==> src/rtl/mem_access_ctrl_if.sv <==
// Request/response handshake plus edge-triggered memory port of the data-memory initiator.
// slave: the controller's view; master: the pipeline/memory side that drives it.
interface mem_access_ctrl_if #(
  parameter int unsigned WORD_SIZE = 32
) ();
  logic                 req_valid_i;
  logic                 req_ready_o;
  logic                 req_we_i;
  logic [1:0]           req_size_i;
  logic                 req_unsigned_i;
  logic [WORD_SIZE-1:0] req_base_i;
  logic [WORD_SIZE-1:0] req_offset_i;
  logic [WORD_SIZE-1:0] req_wdata_i;
  logic                 resp_valid_o;
  logic                 resp_ready_i;
  logic [WORD_SIZE-1:0] resp_rdata_o;
  logic                 resp_err_o;
  logic                 en_mem_o;
  logic                 mem_read_o;
  logic                 mem_write_o;
  logic [WORD_SIZE-1:0] addr_base_o;
  logic [WORD_SIZE-1:0] addr_offset_o;
  logic [WORD_SIZE-1:0] val_o;
  logic [WORD_SIZE-1:0] val_i;

  modport slave (
    input  req_valid_i, req_we_i, req_size_i, req_unsigned_i, req_base_i, req_offset_i,
           req_wdata_i, resp_ready_i, val_i,
    output req_ready_o, resp_valid_o, resp_rdata_o, resp_err_o, en_mem_o, mem_read_o,
           mem_write_o, addr_base_o, addr_offset_o, val_o
  );

  modport master (
    output req_valid_i, req_we_i, req_size_i, req_unsigned_i, req_base_i, req_offset_i,
           req_wdata_i, resp_ready_i, val_i,
    input  req_ready_o, resp_valid_o, resp_rdata_o, resp_err_o, en_mem_o, mem_read_o,
           mem_write_o, addr_base_o, addr_offset_o, val_o
  );
endinterface

==> src/rtl/mem_access_ctrl.sv <==
// Data-memory initiator: byte/half/word loads and stores, sub-word stores done as
// read-modify-write, one response per request with an error flag for rejected accesses.
module mem_access_ctrl #(
  parameter int unsigned WORD_SIZE = 32,
  parameter int unsigned MEM_SIZE  = 1024
) (
  input logic              clk_i,
  input logic              rst_i,
  mem_access_ctrl_if.slave bus
);

  typedef enum logic [2:0] {
    StIdle, StRdSetup, StRdEn, StRdWait, StWrSetup, StWrEn, StResp
  } state_e;

  state_e state_q, state_d;

  logic                 we_q, uns_q, err_q;
  logic [1:0]           size_q;
  logic [WORD_SIZE-1:0] addr_q, wdata_q, buf_q;

  logic [WORD_SIZE-1:0] byte_addr, word_idx, load_data, merge_data;
  logic [7:0]           byte_v;
  logic [15:0]          half_v;
  logic                 req_err, accept;

  assign byte_addr = bus.req_base_i + bus.req_offset_i;
  assign word_idx  = byte_addr >> 2;
  assign accept    = (state_q == StIdle) && bus.req_valid_i;

  always_comb begin
    req_err = 1'b0;
    case (bus.req_size_i)
      2'b00:   req_err = 1'b0;
      2'b01:   req_err = byte_addr[0];
      2'b10:   req_err = |byte_addr[1:0];
      default: req_err = 1'b1;
    endcase
    if (word_idx >= WORD_SIZE'(MEM_SIZE)) req_err = 1'b1;
  end

  // State register plus latched request and read buffer.
  always_ff @(posedge clk_i) begin
    if (rst_i) begin
      state_q <= StIdle;
      we_q    <= 1'b0;
      uns_q   <= 1'b0;
      err_q   <= 1'b0;
      size_q  <= 2'b00;
      addr_q  <= '0;
      wdata_q <= '0;
      buf_q   <= '0;
    end else begin
      state_q <= state_d;
      if (accept) begin
        we_q    <= bus.req_we_i;
        uns_q   <= bus.req_unsigned_i;
        err_q   <= req_err;
        size_q  <= bus.req_size_i;
        addr_q  <= byte_addr;
        wdata_q <= bus.req_wdata_i;
      end
      if (state_q == StRdWait) buf_q <= bus.val_i;
    end
  end

  always_comb begin
    state_d = state_q;
    case (state_q)
      StIdle: begin
        if (bus.req_valid_i) begin
          if (req_err)                                       state_d = StResp;
          else if (!bus.req_we_i || bus.req_size_i != 2'b10) state_d = StRdSetup;
          else                                               state_d = StWrSetup;
        end
      end
      StRdSetup: state_d = StRdEn;
      StRdEn:    state_d = StRdWait;
      StRdWait:  state_d = we_q ? StWrSetup : StResp;
      StWrSetup: state_d = StWrEn;
      StWrEn:    state_d = StResp;
      StResp:    if (bus.resp_ready_i) state_d = StIdle;
      default:   state_d = StIdle;
    endcase
  end

  // Lane extraction and merge work from the latched address, so they hold steady
  // for the whole transaction and need no extra staging registers.
  always_comb begin
    byte_v = buf_q[{addr_q[1:0], 3'b000} +: 8];
    half_v = buf_q[{addr_q[1], 4'b0000} +: 16];
    case (size_q)
      2'b00:   load_data = {{24{~uns_q & byte_v[7]}}, byte_v};
      2'b01:   load_data = {{16{~uns_q & half_v[15]}}, half_v};
      default: load_data = buf_q;
    endcase
    merge_data = buf_q;
    case (size_q)
      2'b00:   merge_data[{addr_q[1:0], 3'b000} +: 8] = wdata_q[7:0];
      2'b01:   merge_data[{addr_q[1], 4'b0000} +: 16] = wdata_q[15:0];
      default: merge_data = wdata_q;
    endcase
  end

  always_comb begin
    bus.req_ready_o   = (state_q == StIdle);
    bus.resp_valid_o  = (state_q == StResp);
    bus.resp_err_o    = (state_q == StResp) && err_q;
    bus.resp_rdata_o  = ((state_q == StResp) && !we_q && !err_q) ? load_data : '0;
    bus.en_mem_o      = (state_q == StRdEn) || (state_q == StWrEn);
    bus.mem_read_o    = (state_q == StRdSetup) || (state_q == StRdEn) || (state_q == StRdWait);
    // Write command stays up through the cycle after the strobe.
    bus.mem_write_o   = (state_q == StWrSetup) || (state_q == StWrEn) ||
                        ((state_q == StResp) && we_q && !err_q);
    bus.addr_base_o   = {2'b00, addr_q[WORD_SIZE-1:2]};
    bus.addr_offset_o = '0;
    bus.val_o         = merge_data;
  end

endmodule

==> src/flat_wrapper.sv <==
// flat-port wrapper written by rule: the top's interface ports become plain ports
module mem_access_ctrl_flat 
#(
  parameter int unsigned WORD_SIZE = 32,
  parameter int unsigned MEM_SIZE  = 1024
)
  (clk_i, rst_i, bus_req_valid_i, bus_req_we_i, bus_req_size_i, bus_req_unsigned_i, bus_req_base_i, bus_req_offset_i, bus_req_wdata_i, bus_resp_ready_i, bus_val_i, bus_req_ready_o, bus_resp_valid_o, bus_resp_rdata_o, bus_resp_err_o, bus_en_mem_o, bus_mem_read_o, bus_mem_write_o, bus_addr_base_o, bus_addr_offset_o, bus_val_o);
  mem_access_ctrl_if #(.WORD_SIZE(WORD_SIZE)) bus_i ();
  input logic clk_i;
  input logic rst_i;
  input wire logic [$bits(bus_i.req_valid_i)-1:0] bus_req_valid_i;
  input wire logic [$bits(bus_i.req_we_i)-1:0] bus_req_we_i;
  input wire logic [$bits(bus_i.req_size_i)-1:0] bus_req_size_i;
  input wire logic [$bits(bus_i.req_unsigned_i)-1:0] bus_req_unsigned_i;
  input wire logic [$bits(bus_i.req_base_i)-1:0] bus_req_base_i;
  input wire logic [$bits(bus_i.req_offset_i)-1:0] bus_req_offset_i;
  input wire logic [$bits(bus_i.req_wdata_i)-1:0] bus_req_wdata_i;
  input wire logic [$bits(bus_i.resp_ready_i)-1:0] bus_resp_ready_i;
  input wire logic [$bits(bus_i.val_i)-1:0] bus_val_i;
  output wire logic [$bits(bus_i.req_ready_o)-1:0] bus_req_ready_o;
  output wire logic [$bits(bus_i.resp_valid_o)-1:0] bus_resp_valid_o;
  output wire logic [$bits(bus_i.resp_rdata_o)-1:0] bus_resp_rdata_o;
  output wire logic [$bits(bus_i.resp_err_o)-1:0] bus_resp_err_o;
  output wire logic [$bits(bus_i.en_mem_o)-1:0] bus_en_mem_o;
  output wire logic [$bits(bus_i.mem_read_o)-1:0] bus_mem_read_o;
  output wire logic [$bits(bus_i.mem_write_o)-1:0] bus_mem_write_o;
  output wire logic [$bits(bus_i.addr_base_o)-1:0] bus_addr_base_o;
  output wire logic [$bits(bus_i.addr_offset_o)-1:0] bus_addr_offset_o;
  output wire logic [$bits(bus_i.val_o)-1:0] bus_val_o;
  assign bus_i.req_valid_i = bus_req_valid_i;
  assign bus_i.req_we_i = bus_req_we_i;
  assign bus_i.req_size_i = bus_req_size_i;
  assign bus_i.req_unsigned_i = bus_req_unsigned_i;
  assign bus_i.req_base_i = bus_req_base_i;
  assign bus_i.req_offset_i = bus_req_offset_i;
  assign bus_i.req_wdata_i = bus_req_wdata_i;
  assign bus_i.resp_ready_i = bus_resp_ready_i;
  assign bus_i.val_i = bus_val_i;
  assign bus_req_ready_o = bus_i.req_ready_o;
  assign bus_resp_valid_o = bus_i.resp_valid_o;
  assign bus_resp_rdata_o = bus_i.resp_rdata_o;
  assign bus_resp_err_o = bus_i.resp_err_o;
  assign bus_en_mem_o = bus_i.en_mem_o;
  assign bus_mem_read_o = bus_i.mem_read_o;
  assign bus_mem_write_o = bus_i.mem_write_o;
  assign bus_addr_base_o = bus_i.addr_base_o;
  assign bus_addr_offset_o = bus_i.addr_offset_o;
  assign bus_val_o = bus_i.val_o;
  mem_access_ctrl #(.WORD_SIZE(WORD_SIZE), .MEM_SIZE(MEM_SIZE)) u_core (.clk_i(clk_i), .rst_i(rst_i), .bus(bus_i));
endmodule
==> config.mk <==
export PLATFORM = sky130hd
export DESIGN_NAME = mem_access_ctrl_flat
export DESIGN_NICKNAME = d
export VERILOG_FILES = /design/src/rtl/mem_access_ctrl_if.sv /design/src/rtl/mem_access_ctrl.sv /design/src/flat_wrapper.sv
export SDC_FILE = /design/constraint.sdc
export NUM_CORES = 1
export LEC_CHECK = 0
export CORE_AREA = 5 5 146 148
export CTS_CLUSTER_SIZE = 20
export DETAILED_ROUTE_END_ITERATION = 12
export DIE_AREA = 0 0 151 153
export PLACE_DENSITY = 0.8
export SLEW_MARGIN = 5
export SYNTH_ARGS = -nofsm -noshare
export SYNTH_HDL_FRONTEND = slang
export SYNTH_SLANG_ARGS = --single-unit
export TNS_END_PERCENT = 1
==> constraint.sdc <==
create_clock -name clk_i -period 9.5 [get_ports clk_i]
set_input_delay 1.425 -clock clk_i [delete_from_list [all_inputs] [get_ports clk_i]]
set_output_delay 1.425 -clock clk_i [all_outputs]
set_load 0.02 [all_outputs]
==> flow_summary.json, run 1 <==
{
  "die_w_um": 151,
  "fin_nets": 1384,
  "tightest_slew_ps": 1130,
  "antenna_left": 0,
  "final_area_mm2": 0.00985,
  "ys_seq_elements": 104,
  "slew_headroom": 0.243,
  "tritoncts": "built",
  "vias_per_cell": 5.40,
  "period_minus_slack_ps": 5320,
  "synth_top_area_cell": "dfxtp_1",
  "hold_viol_final": 0,
  "synth_top_area_share": 0.281,
  "initial_core_util": 0.373,
  "peakVddDrop_mv": 0.0950,
  "antenna_found_initial": 3,
  "postCtsHoldBufs": 0,
  "first_pass_iters": 7,
  "drive_above_1_share": 0.0337,
  "reg2reg_slack_ps": 7070,
  "crit_arrival_ps": 3900,
  "cp.required_ps": 8080,
  "first_global_vias": 7461,
  "setup_viol": 0,
  "clk_latency_ps": 350,
  "drv_cap": 0,
  "slew_viol_final": 0,
  "powerDensity_mw_per_mm2": 196,
  "netlist_area_mm2": 0.00742,
  "synth.most_common_cell": "nand2_1",
  "syn_avg_cell_area_um2": 7.03,
  "wirelength_um": 27100,
  "period_share": 0.561,
  "cts_resized": 0,
  "finalPower_mw": 1.93,
  "setup-tns-final_ps": 0,
  "rsz0062_at_grt": "false",
  "seq_area_frac_synth": 0.281,
  "layout.cells.non_filler": 1488,
  "cts.sinks": 104,
  "async_reset_ff_frac": 0,
  "clkSlewWorstSetupHoldPaths_ps": 80,
  "hp-class": "reg2reg",
  "place_congestion": 0.942,
  "ys.flop_type": "dfxtp_1",
  "synth_edf_count": 0,
  "status": "completed",
  "fin_skew_ps": 7.18,
  "max_freq_mhz": 188,
  "dieArea_mm2": 0.0231,
  "synth_cell_types": 70,
  "critical_path.endpoint_type": "output port",
  "syn_inst": 1055,
  "numCtsBuffers": 9,
  "clock_tree.root_cell": "clkbuf_16",
  "grt_max_degree": 62,
  "synth_area_leaders": "dfxtp_1, nand2_1, a21oi_1",
  "grt.overflow.total": 0,
  "area_growth_pct": 32.8,
  "dp_cells": 1470,
  "rows": 52,
  "cp-start-kind": "register",
  "cts_setup_buffers": 0,
  "post_dp_cell_area_mm2": 0.00956,
  "pin_count": 270,
  "place_hpwl_um": 21000,
  "clock_path_buffers": 2,
  "grtUsageTotal": 0.224,
  "first_iter_violations": 676,
  "io_buffers": 235,
  "htreeDepth": 3,
  "vias": 8038,
  "grt_pass1_wl_um": 41100,
  "wire_per_inst_um": 18.2,
  "route.detailed.drc": 0,
  "leakage_nw": 3.56,
  "die_h_um": 153,
  "path_max_fanout": 24,
  "synthTopCellsByCount": "nand2_1, a21oi_1, dfxtp_1, buf_4, nor2_1",
  "ys_warn_count": 0,
  "setup.worst_path.class": "reg2out",
  "post-route-util": 0.495,
  "core-area_mm2": 0.0199
}
==> layer usage <==
| metal | wire [um] | track usage | up-vias |
|---|---|---|---|
| met5 | 13 | 0 | - |
| met4 | 953 | 0.0846 | 2 |
| met3 | 2730 | 0.0459 | 56 |
| met2 | 12500 | 0.369 | 403 |
| met1 | 10900 | 0.285 | 3661 |
| li1 | - | - | 3916 |
==> path summary, 6_finish.rpt <==
path                           from                 to  cells after the start
setup reg to reg  u_core.state_q[1]  u_core.addr_q[24]                      5
setup / recovery   u_core.addr_q[1]       bus_val_o[7]                      6
hold / removal    u_core.addr_q[11]  u_core.addr_q[11]                      2
hold reg to reg   u_core.addr_q[11]  u_core.addr_q[11]                      2
==> power breakdown <==
group	internal [mW]	leakage (nW)	switching, mW
logic	0.371	2.57	0.563
registers	0.521	0.847	0.103
clock network	0.184	0.136	0.193
total	1.08	3.56	0.859
==> worst max-delay path: stages (launching register included) <==
cell and delay, ps:
dfxtp_1 840, inv_1 430, ha_1 300, nor2b_1 140
nor3_1 880, a22o_1 320, clkdlybuf4s50_1 640
==> state kept, by name (all words and copies together) (netlist names) <==
name	flops
u_core.we_q	1
u_core.addr_q	32
u_core.uns_q	1
u_core.state_q	3
u_core.err_q	1
u_core.size_q	2
u_core.wdata_q	32
u_core.buf_q	32
==> cells in the final DEF (no fill, tap or decap), types with 9 or more instances in the layout <==
cell	count
a211oi_1	13
a21o_1	10
a21oi_1	152
a221oi_1	10
a22oi_1	18
clkbuf_16	9
clkdlybuf4s50_1	234
conb_1	34
dfxtp_1	104
ha_1	36
inv_1	42
nand2_1	242
nand4_1	10
nor2_1	62
nor3_1	23
o21ai_0	38
o221ai_1	9
xnor2_1	15
xor2_1	10
==> final cells by class <==
type	count	area, um2
inverters	42	158
clock buffers	9	225
repair buffers	241	2390
diodes	2	5.00
well taps	270	338
multi-input cells	813	4580
fillers	2013	10100
clock inverters	7	66.3
flip-flops and latches	104	2080
==> logic make-up after synthesis <==
logic type / count (synthesis) / synth area share
buffers and inverters: 171 / 0.119
AOI/OAI and AO/OA: 323 / 0.276
xor gates and xnor gates: 25 / 0.0295
other: 1 / 0.000505
DFF: 104 / 0.281
and+or+nand+nor: 389 / 0.224
muxes: 5 / 0.00691
adders and majority gates: 37 / 0.0634
==> stage by stage <==
step	setup slack [ps]	hold slack, ps
finish	4180	454
global route	4030	480
CTS	4250	453
detailed placement	4370	445
global placement	4360	439
floorplan	5220	432
Power figures use the tool's default switching activity.
==> run 2: changes to the inputs <==
- PLACE_DENSITY: 0.8 -> 0.83
- clock period: 9.5 -> 4.64 ns (I/O delays scaled with it)
==> run 2 against run 1 <==
Clock skew increased by 5.1 ps. Cell count increased by 0.20%. Register-to-register slack got worse by 4700 ps. Die area unchanged. Via count decreased by 0.16%. Critical endpoint is now bus_val_o[20]. Largest power group unchanged.
==> flow_summary.json, run 2 (synthesis results as in run 1) <==
{
  "r2r_end": "u_core.addr_q[8]",
  "tightest_slew_ps": 1000,
  "path_cells": "inv_1 > nor2_1 > a31o_2 > a22oi_1 > o21ai_0 > clkdlybuf4s50_1",
  "first_iter_violations": 636,
  "grtUsageMet2": 0.366,
  "hp-class": "reg2reg",
  "drive_above_1_share": 0.0377,
  "cts_resized": 0,
  "clock_tree.root_cell": "clkbuf_16",
  "place_congestion": 0.937,
  "antenna_found_initial": 1,
  "clk_latency_ps": 360,
  "route.detailed.drc": 0,
  "tritoncts": "built",
  "critical_path.endpoint_type": "output port",
  "setup.worst_path.class": "reg2out",
  "cp.required_ps": 3940,
  "drv_cap": 0,
  "vias": 8025,
  "antenna_left": 0,
  "rows": 52,
  "htreeDepth": 3,
  "max_freq_mhz": 248,
  "clock_path_buffers": 2,
  "grt_busiest_layer": "met2",
  "wire_per_inst_um": 17.8,
  "wirelength_um": 26600,
  "io_buffers": 235,
  "numCtsBuffers": 9,
  "setup_viol": 0,
  "setup-tns-final_ps": 0,
  "layout_commonest_cell": "nand2_1",
  "top_regs": "u_core.addr_q: 32 flops, u_core.buf_q: 32 flops, u_core.wdata_q: 32 flops",
  "place_hpwl_um": 20600,
  "period_share": 0.869,
  "layout_common_cells": "nand2_1, clkdlybuf4s50_1, a21oi_1, dfxtp_1, nor2_1",
  "first_pass_iters": 6,
  "dieArea_mm2": 0.0231,
  "grt_use_met1": 0.272,
  "grtUsageTotal": 0.219,
  "hold_viol_final": 0,
  "r2r_start": "u_core.state_q[0]",
  "first_global_vias": 7633,
  "dp_cells": 1475,
  "crit_arrival_ps": 3340,
  "die_h_um": 153,
  "grt_max_degree": 75,
  "diodes": 0,
  "powerDensity_mw_per_mm2": 401,
  "cp-endpoint": "bus_val_o[20]",
  "fin_nets": 1389,
  "leakage_nw": 3.58,
  "reg2reg_slack_ps": 2370,
  "layout.cells.non_filler": 1491,
  "fin_skew_ps": 12.2,
  "grt.met3_usage": 0.0477,
  "cts.sinks": 104,
  "cpPeakStageDelay_ps": 690,
  "status": "completed",
  "grt.overflow.total": 0,
  "grt_pass1_wl_um": 40500,
  "slowest_stage": "dfxtp_1",
  "period_minus_slack_ps": 4030,
  "area_growth_pct": 33.2,
  "cp-start-kind": "register",
  "vias_per_cell": 5.38,
  "die_w_um": 151,
  "path_max_fanout": 17,
  "pin_count": 270,
  "slew_viol_final": 0,
  "postCtsHoldBufs": 0,
  "rsz0062_at_grt": "false",
  "worstRegToRegCells": 5,
  "peakVddDrop_mv": 0.177,
  "core-area_mm2": 0.0199,
  "clkSlewWorstSetupHoldPaths_ps": 80,
  "initial_core_util": 0.373,
  "post-route-util": 0.496,
  "slew_headroom": 0.333,
  "crit_start": "u_core.size_q[0]",
  "cts_setup_buffers": 0
}
[run 2: changes by cell type in the layout (fill, tap and decap cells not counted)]
cell	delta
buf_4	+5
inv_6	-2
diode_2	-2
clkinv_8	-1
inv_8	+2
clkinv_4	+1
[run 2: per-stage QoR]
step	instance area [um2]	total power [mW]	worst slack, ps	hold WS (ps)
floorplan	7540	2.51	1090	432
finish	9880	3.96	607	454
global route	9880	4.21	355	476
global placement	9590	3.17	356	439
detailed placement	9590	3.19	280	447
CTS	9880	3.97	651	457
[run 2: power breakdown]
part / switching [mW] / internal, mW / leakage, nW
Sequential: 0.197 / 1.07 / 0.847
Clock: 0.392 / 0.377 / 0.136
Combinational: 1.15 / 0.777 / 2.60
[run 2: worst min-delay path by stage]
stage | endpoint | cells past startpoint | from
global route | u_core.addr_q[26] | 2 | u_core.addr_q[26]
global placement | u_core.addr_q[4] | 2 | u_core.addr_q[4]
detailed placement | u_core.addr_q[10] | 2 | u_core.addr_q[10]
floorplan | u_core.addr_q[10] | 2 | u_core.addr_q[10]
CTS | u_core.wdata_q[28] | 2 | u_core.wdata_q[28]
finish | u_core.addr_q[10] | 2 | u_core.addr_q[10]
[run 2: final cells by class]
cell class                      instances  area, um2
Fill cell                            1991      10000
Multi-Input combinational cell        813       4580
Timing Repair Buffer                  246       2430
Sequential cell                       104       2080
Tap cell                              270        338
Clock buffer                            9        225
Inverter                               42        158
Clock inverter                          7       63.8
[run 2: critical path: cells and delay by family (launching register included)]
| kind | cells | cell delay [ps] |
|---|---|---|
| simple gates | 1 | 600 |
| flops | 1 | 690 |
| compound gates | 3 | 660 |
| buf+inv | 2 | 1040 |
[run 2: layer usage]
| layer | share of wire | wire length, um |
|---|---|---|
| met1 | 0.40 | 10600 |
| met4 | 0.037 | 992 |
| met2 | 0.47 | 12500 |
| met5 | 0.00049 | 13 |
| met3 | 0.092 | 2450 |
==> run 3: changes to the inputs <==
- PLACE_DENSITY: 0.83 -> unset
- PLACE_DENSITY_LB_ADDON: unset -> 0.08
==> run 3 against run 2 <==
Die area unchanged. Utilization decreased by 0.069 points. Setup slack got worse by 12 ps. Critical path depth unchanged. Sequential power about the same. Sequential cell count unchanged. Cell count decreased by 0.20%.
==> flow_summary.json, run 3 (synthesis results as in run 1) <==
{
  "status": "completed",
  "layout_common_cells": "nand2_1, clkdlybuf4s50_1, a21oi_1, dfxtp_1, nor2_1",
  "cts_resized": 0,
  "path_max_fanout": 17,
  "io_buffers": 235,
  "tightest_slew_ps": 897,
  "clock_path_buffers": 2,
  "grt_max_degree": 65,
  "hp-class": "reg2reg",
  "first_global_vias": 7431,
  "dieArea_mm2": 0.0231,
  "slew_headroom": 0.402,
  "leakage_nw": 3.58,
  "place_congestion": 0.895,
  "wirelength_um": 27300,
  "hold_depth": 2,
  "drive_above_1_share": 0.0353,
  "cts_setup_buffers": 0,
  "regArea_mm2": 0.00208,
  "fin_nets": 1388,
  "grtUsageTotal": 0.228,
  "r2r_end": "u_core.wdata_q[15]",
  "antenna_left": 0,
  "grt_busiest_layer": "met2",
  "cp.required_ps": 3940,
  "clkSlewWorstSetupHoldPaths_ps": 70,
  "worstRegToRegCells": 5,
  "rows": 52,
  "path_cells": "inv_1 > nor2_1 > a31o_2 > a22oi_1 > o21ai_0 > clkdlybuf4s50_1",
  "antenna_found_initial": 0,
  "grt.met3_usage": 0.0426,
  "fillers": 2034,
  "grt_use_met1": 0.295,
  "powerDensity_mw_per_mm2": 404,
  "numCtsBuffers": 9,
  "cp-start-kind": "register",
  "layout_commonest_cell": "nand2_1",
  "diodes": 0,
  "worstHoldEndpoint": "u_core.addr_q[4]",
  "die_w_um": 151,
  "period_minus_slack_ps": 4040,
  "tritoncts": "built",
  "r2r_start": "u_core.state_q[0]",
  "place_hpwl_um": 20900,
  "rsz0062_at_grt": "false",
  "pin_count": 270,
  "max_freq_mhz": 247,
  "fin_skew_ps": 8.16,
  "reg2reg_slack_ps": 2250,
  "grt.overflow.total": 0,
  "first_iter_violations": 578,
  "hold_viol_final": 0,
  "htreeDepth": 3,
  "clk_latency_ps": 350,
  "area_growth_pct": 33.0,
  "multi_input_area_mm2": 0.00458,
  "first_pass_iters": 5,
  "core-area_mm2": 0.0199,
  "slowest_stage": "dfxtp_1",
  "critical_path.endpoint_type": "output port",
  "peakVddDrop_mv": 0.243,
  "drv_cap": 0,
  "post-route-util": 0.496,
  "initial_core_util": 0.373,
  "cpPeakStageDelay_ps": 720,
  "vias_per_cell": 5.22,
  "slew_viol_final": 0,
  "grt_pass1_wl_um": 42000,
  "period_share": 0.872,
  "setup_viol": 0,
  "die_h_um": 153,
  "setup-tns-final_ps": 0,
  "setup.worst_path.class": "reg2out",
  "top_regs": "u_core.addr_q: 32 flops, u_core.buf_q: 32 flops, u_core.wdata_q: 32 flops",
  "route.detailed.drc": 0,
  "crit_arrival_ps": 3350,
  "vias": 7774,
  "worstHoldStart": "u_core.addr_q[4]",
  "grtUsageMet2": 0.388,
  "cts.sinks": 104,
  "wire_per_inst_um": 18.3,
  "clock_tree.root_cell": "clkbuf_16",
  "postCtsHoldBufs": 0
}
[run 3: cell types whose count changed in the layout (fill, tap and decap cells not counted), sizes merged]
| cell | delta |
|---|---|
| buf | -1 |
| bufinv | +1 |
| clkinv | +1 |
| clkinvlp | -2 |
| inv | -2 |
[run 3: stage by stage]
stage	setup WS (ps)	hold slack (ps)	cell area, um2	power [mW]	instances
final	595	453	9870	3.98	1488
after global routing	388	474	9870	4.24	1488
after CTS	668	455	9870	4.01	1488
after detailed placement	302	447	9590	3.22	1474
after global placement	377	439	9590	3.21	1474
after floorplan	1090	432	7540	2.51	1088
[run 3: cell type report]
type,count,area share
inverter,42,0.0160
sequential,104,0.211
multi-input combinational,813,0.465
tap,270,0.0342
clock inverter,5,0.00583
timing repair buffer,245,0.246
clock buffer,9,0.0228
[run 3: worst max-delay path by stage]
| stage | slack, ps | cells past startpoint | from | endpoint |
|---|---|---|---|---|
| after floorplan | 1090 | 12 | bus_req_offset_i[7] | u_core.state_q[2] |
| after global placement | 380 | 14 | bus_req_offset_i[0] | u_core.state_q[2] |
| after detailed placement | 300 | 14 | bus_req_offset_i[0] | u_core.state_q[2] |
| after CTS | 670 | 14 | bus_req_offset_i[0] | u_core.state_q[2] |
| after global routing | 390 | 14 | bus_req_offset_i[0] | u_core.err_q |
| final | 600 | 6 | u_core.size_q[0] | bus_val_o[21] |
[run 3: report_power, final]
part / leakage [nW] / switching, mW / internal, mW
Sequential: 0.847 / 0.201 / 1.07
Combinational: 2.59 / 1.17 / 0.772
Clock: 0.142 / 0.362 / 0.415
Total: 3.58 / 1.73 / 2.25
[run 3: worst max-delay path: cells and delay by family, from the launching register on]
| kind | cells | cell delay (ps) |
|---|---|---|
| DFF | 1 | 720 |
| AOI/OAI and AO/OA | 3 | 660 |
| buffers and inverters | 2 | 1060 |
| and+or+nand+nor | 1 | 550 |
[run 3: metal layers]
layer / share of wire / up-vias
li1: - / 3906
met1: 0.41 / 3537
met2: 0.48 / 296
met3: 0.077 / 35
met4: 0.024 / 0
met5: 0 / -
